===== config.mk =====
export PLATFORM = sky130hd
export DESIGN_NAME = trace_buffer
export DESIGN_NICKNAME = d
export VERILOG_FILES = /design/src/rtl/trace_buffer.sv
export SDC_FILE = /design/constraint.sdc
export NUM_CORES = 2
export LEC_CHECK = 0
export ABC_CLOCK_PERIOD_IN_PS = 23100
export BUFFER_PORTS_ARGS = -buffer_cell sky130_fd_sc_hd__buf_2
export CORE_MARGIN = 2
export CORE_UTILIZATION = 60
export DETAILED_ROUTE_END_ITERATION = 7
export PLACE_DENSITY_LB_ADDON = 0.25
export SETUP_SLACK_MARGIN = 0.3
export SYNTH_ARGS = -nofsm -noshare
export SYNTH_HDL_FRONTEND = slang
export SYNTH_SLANG_ARGS = --single-unit

===== constraint.sdc =====
create_clock -name clk -period 23.1 [get_ports clk]
set_input_delay 4.62 -clock clk [delete_from_list [all_inputs] [get_ports clk]]
set_output_delay 4.62 -clock clk [all_outputs]
set_load 0.005 [all_outputs]

===== src/rtl/trace_buffer.sv =====
// trace_buffer: instruction-retire trace capture buffer.
//
// Captures {pc, instr, regs} records of retiring instructions into a
// DEPTH-entry ring while ARMED/POST. Capture policy is latched on start:
//   CIRCULAR - capture until stop, overwriting the oldest (sticky overflow)
//   ONESHOT  - capture DEPTH records then stop (mode 3 behaves the same)
//   TRIGGER  - circular until pc==trig_pc, then post_count more records
// Records are popped oldest-first in IDLE/DONE, one per cycle.
//
// Ports:
//   clk, rst_n             clock, synchronous active-low reset
//   retire, pc, instr,     retiring-instruction record inputs
//   regs                   (regs channel 0 in LSBs)
//   mode, trig_pc,         capture configuration, latched on start
//   post_count
//   start, stop            single-cycle control pulses
//   rd_en                  pop oldest record
//   rd_data, rd_valid      popped record, valid the cycle after rd_en
//   count                  records held
//   state, overflow        FSM state (IDLE/ARMED/POST/DONE), sticky overflow
module trace_buffer #(
  parameter int unsigned DEPTH  = 16,
  parameter int unsigned NREGS  = 2,
  parameter int unsigned POST_W = 8,
  localparam int unsigned RW = 30 + 32 + 32 * NREGS,
  localparam int unsigned AW = $clog2(DEPTH),
  localparam int unsigned CW = AW + 1
) (
  input  logic                clk,
  input  logic                rst_n,
  input  logic                retire,
  input  logic [29:0]         pc,
  input  logic [31:0]         instr,
  input  logic [32*NREGS-1:0] regs,
  input  logic [1:0]          mode,
  input  logic [29:0]         trig_pc,
  input  logic [POST_W-1:0]   post_count,
  input  logic                start,
  input  logic                stop,
  input  logic                rd_en,
  output logic [RW-1:0]       rd_data,
  output logic                rd_valid,
  output logic [CW-1:0]       count,
  output logic [1:0]          state,
  output logic                overflow
);

  typedef enum logic [1:0] {
    IDLE  = 2'd0,
    ARMED = 2'd1,
    POST  = 2'd2,
    DONE  = 2'd3
  } state_t;

  typedef enum logic [1:0] {
    M_CIRC    = 2'd0,
    M_ONESHOT = 2'd1,
    M_TRIGGER = 2'd2,
    M_RSVD    = 2'd3
  } mode_t;

  logic [RW-1:0] mem [DEPTH];

  state_t            state_q,     state_d;
  logic [AW-1:0]     wptr_q,      wptr_d;
  logic [CW-1:0]     count_q,     count_d;
  logic              overflow_q,  overflow_d;
  logic              rd_valid_q,  rd_valid_d;
  logic [RW-1:0]     rd_data_q,   rd_data_d;
  logic [POST_W-1:0] remaining_q, remaining_d;
  mode_t             mode_q,      mode_d;
  logic [29:0]       trig_pc_q,   trig_pc_d;
  logic [POST_W-1:0] post_q,      post_d;

  logic          we;
  logic [RW-1:0] wdata;
  logic [AW-1:0] raddr;
  logic          full;
  logic          oneshot;

  assign wdata   = {pc, instr, regs};
  // count==DEPTH has zero low bits, so this also yields wptr when full.
  assign raddr   = wptr_q - count_q[AW-1:0];
  assign full    = (count_q == CW'(DEPTH));
  assign oneshot = (mode_q == M_ONESHOT) || (mode_q == M_RSVD);

  always_comb begin
    state_d     = state_q;
    wptr_d      = wptr_q;
    count_d     = count_q;
    overflow_d  = overflow_q;
    rd_valid_d  = 1'b0;
    rd_data_d   = rd_data_q;
    remaining_d = remaining_q;
    mode_d      = mode_q;
    trig_pc_d   = trig_pc_q;
    post_d      = post_q;
    we          = 1'b0;

    unique case (state_q)
      IDLE, DONE: begin
        if (start) begin
          state_d     = ARMED;
          wptr_d      = '0;
          count_d     = '0;
          overflow_d  = 1'b0;
          remaining_d = '0;
          mode_d      = mode_t'(mode);
          trig_pc_d   = trig_pc;
          post_d      = post_count;
        end else if (rd_en && (count_q != '0)) begin
          rd_valid_d = 1'b1;
          rd_data_d  = mem[raddr];
          count_d    = count_q - CW'(1);
        end
      end

      ARMED, POST: begin
        // A full ONESHOT buffer never overwrites.
        if (retire && !(oneshot && full)) begin
          we     = 1'b1;
          wptr_d = wptr_q + AW'(1);
          if (full) overflow_d = 1'b1;
          else      count_d    = count_q + CW'(1);
        end

        if (stop) begin
          state_d = DONE;
        end else if (retire) begin
          if (state_q == ARMED) begin
            if (oneshot) begin
              if (full || (count_q == CW'(DEPTH - 1))) state_d = DONE;
            end else if ((mode_q == M_TRIGGER) && (pc == trig_pc_q)) begin
              remaining_d = post_q;
              state_d     = (post_q == '0) ? DONE : POST;
            end
          end else begin
            remaining_d = remaining_q - POST_W'(1);
            if (remaining_q <= POST_W'(1)) state_d = DONE;
          end
        end
      end

      default: state_d = IDLE;
    endcase
  end

  always_ff @(posedge clk) begin
    if (!rst_n) begin
      state_q     <= IDLE;
      wptr_q      <= '0;
      count_q     <= '0;
      overflow_q  <= 1'b0;
      rd_valid_q  <= 1'b0;
      rd_data_q   <= '0;
      remaining_q <= '0;
      mode_q      <= M_CIRC;
      trig_pc_q   <= '0;
      post_q      <= '0;
    end else begin
      state_q     <= state_d;
      wptr_q      <= wptr_d;
      count_q     <= count_d;
      overflow_q  <= overflow_d;
      rd_valid_q  <= rd_valid_d;
      rd_data_q   <= rd_data_d;
      remaining_q <= remaining_d;
      mode_q      <= mode_d;
      trig_pc_q   <= trig_pc_d;
      post_q      <= post_d;
    end
  end

  always_ff @(posedge clk) begin
    if (rst_n && we) mem[wptr_q] <= wdata;
  end

  assign rd_data  = rd_data_q;
  assign rd_valid = rd_valid_q;
  assign count    = count_q;
  assign state    = state_q;
  assign overflow = overflow_q;

endmodule


==> impl_metrics.toml <==
[power]
vdd_ir_drop_max_mv = 0.178
leakage_nw = 29.7
power.density_nw_per_um2 = 125

[critical_path]
critPathCaptureType = "flop"
required_ps = 23540
critPathMaxFanout = 67
cpMaxStageDelayCell = "nor2_4"
crit_buf_inv = 3
cp_cell_sequence = "buf_2 > nand2b_1 > a21oi_1 > nand3_1 > nor2_4 > buf_4 > buf_4"
crit_top_cell = "buf_4"
critPathArrivalTime_ps = 8700
start_kind = "input port"
cp_top_family = "buffers and inverters"
crit_type = "in -> reg"
max_stage_delay_ps = 980

[drt]
wl_um = 185000
post_drt_wl_per_cell_um = 30.1
drt_iter0_markers = 4825
via_per_inst = 6.57
drc = 0
ant_nets = 0
drtPass1Iterations = 6
num_vias = 40300

[placed_design]
hpwl_um = 97900
place.gp.congestion = 0.800
io_buffer_count = 306

[final_layout]
final_nets = 4350
fin_util = 0.681
final_common_cell = "edfxtp_1"
drive_gt1_frac = 0.275
area_delta_synth_final_pct = 12.6
mostFrequentLayoutCells = "edfxtp_1, mux4_2, buf_2, a22oi_1, clkbuf_16"

[sta]
period_minus_slack_ps = 8260
slew_viol_final = 0
fmax_ghz = 0.121
rsz0062_at_grt = "false"
setup_viol = 0
post-route-period-util = 0.358
fin_setup_tns_ps = 0
skew_ps = 29.0
relSlewSlack = 0.155
final_hold_viol_count = 0
tightest_slew_ps = 1270

[job]
drv_cap = 0

[clock_network]
cts_tree = "done"
cts_buffers = 206
ctsResizeCount = 0
cts_setup_buffers = 0
path_clk_slew_ps = 70
clockBufferDepth = 3
cts-root-buf = "clkbuf_16"
htreeDepth = 4
clk_latency_ps = 840
ctsHoldBuffers = 0
cts_sinks = 2203

[global_route]
track_usage = 0.268
grt_pass1_vias = 40700
grt_pass1_wl_um = 273000
grt_overflow_total = 0
grt_antenna_before_repair = 35
grt_max_degree = 189

[die]
core_um2 = 135000
dieArea_um2 = 140000
rows = 135
die_w_um = 374
io_pins = 307
start_util = 0.605
die_y_um = 374

[synthesis]
seq_area_frac_synth = 0.784
synth-edff-count = 2016
post_synth_num_cell_types = 52
synth_nets = 4003
syn_area_um2 = 82000
ys.flop_type = "edfxtp_1"
syn_inst = 3817
syn_area_per_cell_um2 = 21.5
ys_async_sr_fraction = 0
synth.ff_latch_count = 2203
yosysWarnings = 0

[min_path]
min_path_type = "reg -> reg"

[outcome]
status = "finished, final reports clean"
[synthesized netlist by cell type (4+ instances only)]
cell type  instances  area share
o21ai_0          100      0.0061
edfxtp_1        2016        0.74
nand3_1           11     0.00067
xnor2_1            7     0.00075
and2_1             5     0.00038
nor2_1            41      0.0019
nor3_1             5     0.00031
nor4_1            11     0.00084
a22oi_1          252       0.023
a31oi_1          127      0.0097
o21ai_1           44      0.0027
nand3b_1           4     0.00037
buf_1             28      0.0013
a211oi_1           4     0.00037
clkbuf_1         163      0.0075
mux4_2           504        0.14
ha_1              13      0.0020
dfxtp_1          187       0.046
inv_1             12     0.00055
or4_1              6     0.00055
a21oi_1           63      0.0038
xor2_1            32      0.0034
buf_2             36      0.0022
nand2_1          103      0.0047
nand2b_1           4     0.00031
[cells by family after synthesis]
| logic type | Yosys count | share of synthesized area |
|---|---|---|
| xor gates and xnor gates | 39 | 0.00417 |
| and+or+nand+nor | 208 | 0.0117 |
| adders and majority gates | 14 | 0.00223 |
| buffers and inverters | 241 | 0.0117 |
| DFF | 2203 | 0.784 |
| AOI/OAI and AO/OA | 606 | 0.0475 |
| muxes | 506 | 0.139 |
[worst register-to-register path, cell delays in order, from the launching register on]
cell and delay (ps):
dfxtp_1 430, inv_1 140, ha_4 180, fa_4 1320, buf_12 790, buf_4 860
buf_4 870, mux4_2 480, a22oi_1 360, a31oi_1 140
[stage by stage]
step / total power [mW] / hold slack, ps / instances / worst slack (ps) / cell area, um2
after global routing: 12.0 / 460 / 6130 / 14650 / 92300
after global placement: 8.28 / 439 / 5737 / 14170 / 85600
after floorplan: 7.21 / 437 / 3817 / 11890 / 82000
after detailed placement: 8.33 / 448 / 5737 / 14080 / 85600
after CTS: 11.6 / 457 / 6128 / 14960 / 92300
final: 11.6 / 456 / 6138 / 14840 / 92300
[layer usage]
layer | track usage | vias to the layer above | share of wire
met5 | 0 | - | 0.0014
met4 | 0.0762 | 42 | 0.024
met2 | 0.422 | 1806 | 0.49
met1 | 0.383 | 21300 | 0.40
li1 | - | 16900 | -
met3 | 0.0621 | 312 | 0.092
[final timing paths]
| kind | depth (start not counted) | endpoint | startpoint | slack [ps] |
|---|---|---|---|---|
| worst min register to register | 2 | rd_data[61] | rd_data[61] | 460 |
| worst max-delay path | 7 | mem[13][41] | retire | 14840 |
| worst min-delay path | 2 | rd_data[61] | rd_data[61] | 460 |
| worst max register to register | 9 | rd_data[115] | wptr_q[0] | 17350 |
[flip-flops by register name, indices dropped and copies added, names as in the netlist]
name,cells
mem,2016
rd_data,126
trig_pc_q,30
post_q,8
remaining_q,8
count,5
wptr_q,4
mode_q,2
state,2
overflow,1
rd_valid,1
[layout make-up]
class | count | area [um2]
Clock buffer | 302 | 5820
Multi-Input combinational cell | 1373 | 16900
Sequential cell | 2203 | 64300
Timing Repair Buffer | 368 | 2090
Antenna cell | 10 | 25.0
Inverter | 12 | 45.0
Tap cell | 1781 | 2230
Fill cell | 8313 | 43200
Clock inverter | 89 | 898
[power by group]
part | internal, mW | total (mW) | switching (mW)
registers | 4.48 | 4.59 | 0.104
clock network | 1.88 | 3.33 | 1.45
logic | 1.55 | 3.65 | 2.10
Power figures use the tool's default switching activity.
